$ cat config.mk
export PLATFORM = sky130hd
export DESIGN_NAME = mux_ent_scan_flat
export DESIGN_NICKNAME = d
export VERILOG_FILES = /design/src/rtl/mux_ent_pkg.sv /design/src/rtl/mux_ent_scan_if.sv /design/src/rtl/mux_ent_sel.sv /design/src/rtl/mux_ent_scan.sv /design/src/flat_wrapper.sv
export SDC_FILE = /design/constraint.sdc
export NUM_CORES = 1
export LEC_CHECK = 0
export BUFFER_PORTS_ARGS = -buffer_cell sky130_fd_sc_hd__buf_2
export CORE_MARGIN = 2
export CORE_UTILIZATION = 30
export DETAILED_ROUTE_END_ITERATION = 16
export SLEW_MARGIN = 20
export SYNTH_ARGS = -nofsm -noshare
export SYNTH_HDL_FRONTEND = slang
export SYNTH_SLANG_ARGS = --single-unit
$ cat constraint.sdc
create_clock -name clk -period 2.2 [get_ports clk]
set_input_delay 0.22 -clock clk [delete_from_list [all_inputs] [get_ports clk]]
set_output_delay 0.22 -clock clk [all_outputs]
set_load 0.02 [all_outputs]
$ cat src/rtl/mux_ent_pkg.sv
// Shared types, defaults and parameter helpers for the RTC input-port multiplexer.
package mux_ent_pkg;

  localparam int unsigned DEF_W     = 8;
  localparam int unsigned DEF_N     = 13;
  localparam int unsigned DEF_SEL_W = 4;

  typedef enum logic [1:0] {
    IDLE = 2'd0,
    SCAN = 2'd1,
    DONE = 2'd2
  } mux_ent_state_t;

  // Smallest select width able to address n channels.
  function automatic int unsigned min_sel_w(input int unsigned n);
    return (n <= 32'd2) ? 32'd1 : 32'($clog2(n));
  endfunction

endpackage

$ cat src/rtl/mux_ent_scan_if.sv
// Processor read / scan handshake bundle between the mux and its consumer.
interface mux_ent_scan_if
  import mux_ent_pkg::*;
#(
  parameter int unsigned W     = DEF_W,
  parameter int unsigned N     = DEF_N,
  parameter int unsigned SEL_W = DEF_SEL_W
) ();

  logic [SEL_W-1:0] sel;
  logic             r_s;
  logic [N*W-1:0]   ch;
  logic             scan_start;
  logic             ready;
  logic [W-1:0]     sal;
  logic [SEL_W-1:0] sal_idx;
  logic             sal_valid;
  logic             busy;
  logic             done;
  logic             err;

  modport master (
    output sel, r_s, ch, scan_start, ready,
    input  sal, sal_idx, sal_valid, busy, done, err
  );

  modport slave (
    input  sel, r_s, ch, scan_start, ready,
    output sal, sal_idx, sal_valid, busy, done, err
  );

endinterface

$ cat src/rtl/mux_ent_sel.sv
// Combinational N:1 channel selector; yields zero and a cleared flag for out-of-range indices.
module mux_ent_sel
  import mux_ent_pkg::*;
#(
  parameter int unsigned W     = DEF_W,
  parameter int unsigned N     = DEF_N,
  parameter int unsigned SEL_W = DEF_SEL_W
) (
  input  logic [N*W-1:0]   ch,
  input  logic [SEL_W-1:0] idx,
  output logic [W-1:0]     data_c,
  output logic             in_range_c
);

  always_comb begin
    data_c = '0;
    for (int i = 0; i < int'(N); i++) begin
      if (idx == SEL_W'(i)) data_c = ch[i*W +: W];
    end
  end

  assign in_range_c = (32'(idx) < 32'(N));

endmodule

$ cat src/rtl/mux_ent_scan.sv
// Registered input-port mux with direct reads and an autonomous valid/ready channel sweep.
module mux_ent_scan
  import mux_ent_pkg::*;
#(
  parameter int unsigned W     = DEF_W,
  parameter int unsigned N     = DEF_N,
  parameter int unsigned SEL_W = DEF_SEL_W
) (
  input  logic         clk,
  input  logic         reset,
  mux_ent_scan_if.slave bus
);

  if (N < 2 || SEL_W < min_sel_w(N)) begin : g_param_check
    $error("mux_ent_scan: N must be >= 2 and 2**SEL_W must cover N");
  end

  mux_ent_state_t   state, state_d;
  logic [SEL_W-1:0] idx, idx_d;
  logic [W-1:0]     sal_q, sal_d;
  logic [SEL_W-1:0] sal_idx_q, sal_idx_d;
  logic             sal_valid_q, sal_valid_d;
  logic             busy_q, busy_d;
  logic             done_q, done_d;
  logic             err_q, err_d;

  logic [SEL_W-1:0] pick_idx;
  logic [SEL_W-1:0] idx_inc;
  logic [W-1:0]     pick_data;
  logic             pick_ok;
  logic             accept;
  logic             last;

  assign idx_inc = idx + SEL_W'(1);
  assign accept  = sal_valid_q & bus.ready;
  assign last    = (idx == SEL_W'(N - 1));

  // One selector serves both paths: scan index (advanced on accept) or the direct select.
  always_comb begin
    pick_idx = bus.sel;
    if (state == SCAN)        pick_idx = accept ? idx_inc : idx;
    else if (bus.scan_start)  pick_idx = '0;
  end

  mux_ent_sel #(.W(W), .N(N), .SEL_W(SEL_W)) u_sel (
    .ch         (bus.ch),
    .idx        (pick_idx),
    .data_c     (pick_data),
    .in_range_c (pick_ok)
  );

  always_comb begin
    state_d     = state;
    idx_d       = idx;
    sal_d       = sal_q;
    sal_idx_d   = sal_idx_q;
    sal_valid_d = 1'b0;
    busy_d      = 1'b0;
    done_d      = 1'b0;
    err_d       = 1'b0;

    unique case (state)
      IDLE: begin
        if (bus.scan_start) begin
          state_d     = SCAN;
          idx_d       = '0;
          sal_d       = pick_data;
          sal_idx_d   = '0;
          sal_valid_d = 1'b1;
          busy_d      = 1'b1;
          err_d       = bus.r_s;
        end else if (bus.r_s) begin
          sal_d       = pick_data;
          sal_idx_d   = bus.sel;
          sal_valid_d = 1'b1;
          err_d       = ~pick_ok;
        end
      end
      SCAN: begin
        err_d = bus.r_s | bus.scan_start;
        if (accept && last) begin
          state_d = DONE;
          idx_d   = '0;
          done_d  = 1'b1;
        end else begin
          // Unaccepted beats re-sample the same channel every cycle.
          idx_d       = pick_idx;
          sal_d       = pick_data;
          sal_idx_d   = pick_idx;
          sal_valid_d = 1'b1;
          busy_d      = 1'b1;
        end
      end
      DONE: begin
        state_d = IDLE;
        err_d   = bus.r_s | bus.scan_start;
      end
      default: state_d = IDLE;
    endcase
  end

  always_ff @(posedge clk) begin
    if (reset) begin
      state       <= IDLE;
      idx         <= '0;
      sal_q       <= '0;
      sal_idx_q   <= '0;
      sal_valid_q <= 1'b0;
      busy_q      <= 1'b0;
      done_q      <= 1'b0;
      err_q       <= 1'b0;
    end else begin
      state       <= state_d;
      idx         <= idx_d;
      sal_q       <= sal_d;
      sal_idx_q   <= sal_idx_d;
      sal_valid_q <= sal_valid_d;
      busy_q      <= busy_d;
      done_q      <= done_d;
      err_q       <= err_d;
    end
  end

  assign bus.sal       = sal_q;
  assign bus.sal_idx   = sal_idx_q;
  assign bus.sal_valid = sal_valid_q;
  assign bus.busy      = busy_q;
  assign bus.done      = done_q;
  assign bus.err       = err_q;

endmodule

$ cat src/flat_wrapper.sv
// flat-port wrapper written by rule: the top's interface ports become plain ports
module mux_ent_scan_flat import mux_ent_pkg::*;
#(
  parameter int unsigned W     = DEF_W,
  parameter int unsigned N     = DEF_N,
  parameter int unsigned SEL_W = DEF_SEL_W
)
  (clk, reset, bus_sel, bus_r_s, bus_ch, bus_scan_start, bus_ready, bus_sal, bus_sal_idx, bus_sal_valid, bus_busy, bus_done, bus_err);
  mux_ent_scan_if #(.W(W), .N(N), .SEL_W(SEL_W)) bus_i ();
  input  logic clk;
  input  logic reset;
  input wire logic [$bits(bus_i.sel)-1:0] bus_sel;
  input wire logic [$bits(bus_i.r_s)-1:0] bus_r_s;
  input wire logic [$bits(bus_i.ch)-1:0] bus_ch;
  input wire logic [$bits(bus_i.scan_start)-1:0] bus_scan_start;
  input wire logic [$bits(bus_i.ready)-1:0] bus_ready;
  output wire logic [$bits(bus_i.sal)-1:0] bus_sal;
  output wire logic [$bits(bus_i.sal_idx)-1:0] bus_sal_idx;
  output wire logic [$bits(bus_i.sal_valid)-1:0] bus_sal_valid;
  output wire logic [$bits(bus_i.busy)-1:0] bus_busy;
  output wire logic [$bits(bus_i.done)-1:0] bus_done;
  output wire logic [$bits(bus_i.err)-1:0] bus_err;
  assign bus_i.sel = bus_sel;
  assign bus_i.r_s = bus_r_s;
  assign bus_i.ch = bus_ch;
  assign bus_i.scan_start = bus_scan_start;
  assign bus_i.ready = bus_ready;
  assign bus_sal = bus_i.sal;
  assign bus_sal_idx = bus_i.sal_idx;
  assign bus_sal_valid = bus_i.sal_valid;
  assign bus_busy = bus_i.busy;
  assign bus_done = bus_i.done;
  assign bus_err = bus_i.err;
  mux_ent_scan #(.W(W), .N(N), .SEL_W(SEL_W)) u_core (.clk(clk), .reset(reset), .bus(bus_i));
endmodule
==> results by group <==
Routing
  • Vias/cell: about 5.5
  • Detailed-route wire length per cell: between 15 and 20 um
  • # DRC: 0
  • Pre-antenna DRT Iters: 5
  • Detail Route Antenna Nets: 0
  • Routed via count: 3,389
  • First-iteration detailed-routing DRC count: 225
  • Final WL: roughly 11 mm

Global routing
  • Largest net degree at the start of global routing: 24
  • Number of global-route vias before repair: 3,236
  • Initial antenna violation count: 0
  • First-pass GRT wire length: between 15 and 20 mm
  • Total GRT Usage: 23.5%
  • Grt ovf: 0

STA
  • FMAX: approximately 420 MHz
  • Final Max Tran Viols: 0
  • Unrepaired setup endpoints after global routing: true
  • Slew headroom: 66.2%
  • Final setup vio count: 7
  • Clk_skew: 10.7 ps
  • Final setup margin: -194 ps
  • Worst-Margin Slew: 507 ps
  • Final Hold Fails: 0
  • Final period utilization: 109%
  • Final Critical Period: 2390 ps

Power
  • Internal cell power: approximately 0.0011 W
  • Comb power frac: 57.6%
  • Pleak: between 1.5 and 2 nW
  • Power Density: 446 nW/um^2
  • Max VDD drop: 181 uV
  • Reg power frac: 25.5%
  • Clock power frac: 16.9%
  • Switching pwr: between 0.0007 and 0.0008 W
  • Sw frac: 40.3%

Min path
  • Min-Delay Path Depth: 3
  • WHS Endpoint: u_core.bus.sal_valid
  • Hold path start: bus_r_s
  • Worst hold path class: input pin to register

Clock network
  • Root buf cell: clkbuf_8
  • H-tree lvl count: 1
  • Total CTS buffers: 3
  • Worst-Skew Late Latency: 280 ps
  • CTS max path bufs: 2
  • Hold Buf Count CTS: 0
  • Clock sinks: 22
  • CTS clock-pin slew for the worst setup and hold paths: 100 ps
  • TritonCTS clock tree: built

Critical path
  • CP required: 2380 ps
  • CP Data Arrival Time: 2570 ps
  • Setup slack, reg-to-reg: -190 ps
  • R2R depth: 10
  • Setup CP Type: register to register
  • Crit Path Max Fanout: 8
  • Worst setup EP type: register
  • Critical Path Source Type: register
  • Worst r2r src: u_core.state[1]
  • Reg2Reg Capture Point: u_core.bus.sal[7]

Floorplan
  • Starting Density: 31.2%
  • Die ar.: 8290 um^2
  • Die Y: just over 90 um
  • Row count: 31
  • IO Pins: ~130
  • Core area: 7290 um^2
  • Die X: 91.1 um

Logic synthesis
  • Netlist cell types: 65
  • Synth Area per Inst: ~7.1 um^2
  • Yosys warnings: 0
  • Register area share after synthesis: 19.4%
  • Ys flop type: dfxtp_1
  • Syn Nets: 438
  • Synth Cell Area: 2270 um^2
  • Asr flop ratio synth: 0%
  • Flops & latches, synth: 22
  • EDFF count, synth: 0
  • Post-synthesis cell count: 320

Cells and area
  • Commonest non-fill, non-tap cell in the layout: buf_2
  • Synth-to-layout area growth: 83.1%
  • Most frequent cells in the layout: buf_2, buf_4, nand2_1
  • Layout cell share with drive strength beyond 1: 56.9%
  • ANT cells: 0
  • Fin nets: 637
  • Final core utilization: 57.1%

Outcome
  • Failing checks: negative setup slack
  • Outcome: finished, violations left

Placed design
  • HPWL after DPL: 7.73 mm
  • GPL Wtd Cong: 0.879
  • DP Worst Slack: -590 ps
  • Port Buf Inserts: 128

Job
  • Max-cap viol count: 0
## per-layer routing
metal / GRT usage, % / up-vias / part of all wire (%)
li1: - / 1632 / -
met1: 32.5 / 1546 / 42
met2: 40.1 / 190 / 48
met3: 1.83 / 21 / 7.4
met4: 4.42 / 0 / 2.4
met5: 0 / - / 0
## synth_stat cells, types with 2 or more instances
master / count / area [um^2]
nand2_1: 35 / 131
nor2_1: 30 / 113
a21oi_1: 23 / 115
dfxtp_1: 22 / 440
o21ai_0: 21 / 105
buf_2: 15 / 75.1
nand3_1: 13 / 65.1
a31oi_1: 12 / 75.1
mux2i_1: 11 / 110
clkbuf_1: 10 / 37.5
nor3_1: 9 / 45.0
a211oi_1: 8 / 60.1
a211o_1: 7 / 61.3
a221oi_1: 7 / 61.3
a32oi_1: 7 / 61.3
and2_1: 7 / 43.8
inv_1: 7 / 26.3
ha_1: 5 / 62.6
o221ai_1: 5 / 43.8
a22oi_1: 4 / 30.0
nor4_1: 4 / 25.0
a2111oi_0: 3 / 26.3
a21o_1: 3 / 22.5
nand2b_1: 3 / 18.8
o21ai_1: 3 / 15.0
o22ai_1: 3 / 18.8
a2bb2oi_1: 2 / 17.5
a311o_1: 2 / 20.0
nand4_1: 2 / 12.5
o32a_1: 2 / 20.0
## through the flow
stage	TNS [ps]	hold WS (ps)	total power, W	cells	cell area, um^2
after global placement	-1690	484	0.00133	588	3450
after detailed placement	-2100	490	0.00133	588	3450
after floorplan	0	368	0.000942	320	2300
final	-586	272	0.00186	617	4160
after global routing	-1180	303	0.00195	617	4160
after CTS	-594	280	0.00173	607	3790
## logic make-up after synthesis
family	share of synthesized area, %
DFF	19.4
buffers and inverters	6.82
xor gates and xnor gates	0.716
adders and majority gates	2.75
muxes	5.34
and+or+nand+nor	25.2
AOI/OAI and AO/OA	39.8
## critical path, stage by stage, from the launching register on
cell	delay, ps
dfxtp_2	340
inv_2	50
ha_4	190
or3b_4	380
o211ai_1	170
buf_4	240
mux2i_1	210
nor3_1	70
a2111oi_1	420
buf_4	190
o21ai_2	40
## timing repair
item	4_1_cts	5_1_grt
gates resized for setup	46	62
cloned	1	1
endpoints found under the setup margin	8	8
setup buffers	14	13
pin swaps	21	30
## layout make-up
| type | instances | area [um^2] |
|---|---|---|
| inverters | 7 | 26.3 |
| flip-flops and latches | 22 | 452 |
| well taps | 99 | 124 |
| multi-input cells | 264 | 2100 |
| repair buffers | 221 | 1410 |
| fillers | 684 | 3130 |
| clock buffers | 4 | 55.1 |
## state kept, by name, summed over array words and instances, names as in the netlist
name and count:
u_core.bus.sal_idx 4, u_core.bus.err 1, u_core.bus.sal 8, u_core.state 2, u_core.bus.sal_valid 1, u_core.bus.done 1
u_core.bus.busy 1, u_core.idx 4
## power by group through the flow
stage,combinational [W],clock (W),sequential [W]
after global placement,0.000850,0,0.000481
after CTS,0.000940,0.000315,0.000474
final,0.00107,0.000313,0.000474
after global routing,0.00114,0.000333,0.000479
after detailed placement,0.000853,0,0.000482
after floorplan,0.000409,0,0.000532
## worst max path at each step
stage	startpoint	to	slack (ps)	cells after the start
6_report	u_core.state[1]	u_core.bus.sal[7]	-190	10
5_1_grt	u_core.state[1]	u_core.bus.sal[7]	-250	10
4_1_cts	u_core.state[1]	u_core.bus.sal[0]	-140	10
3_5_place_dp	u_core.state[1]	u_core.bus.sal[0]	-590	10
3_3_place_gp	u_core.idx[0]	u_core.bus.sal[0]	-510	11
2_1_floorplan	u_core.state[1]	u_core.bus.sal[1]	4	10
Power figures use the tool's default switching activity.
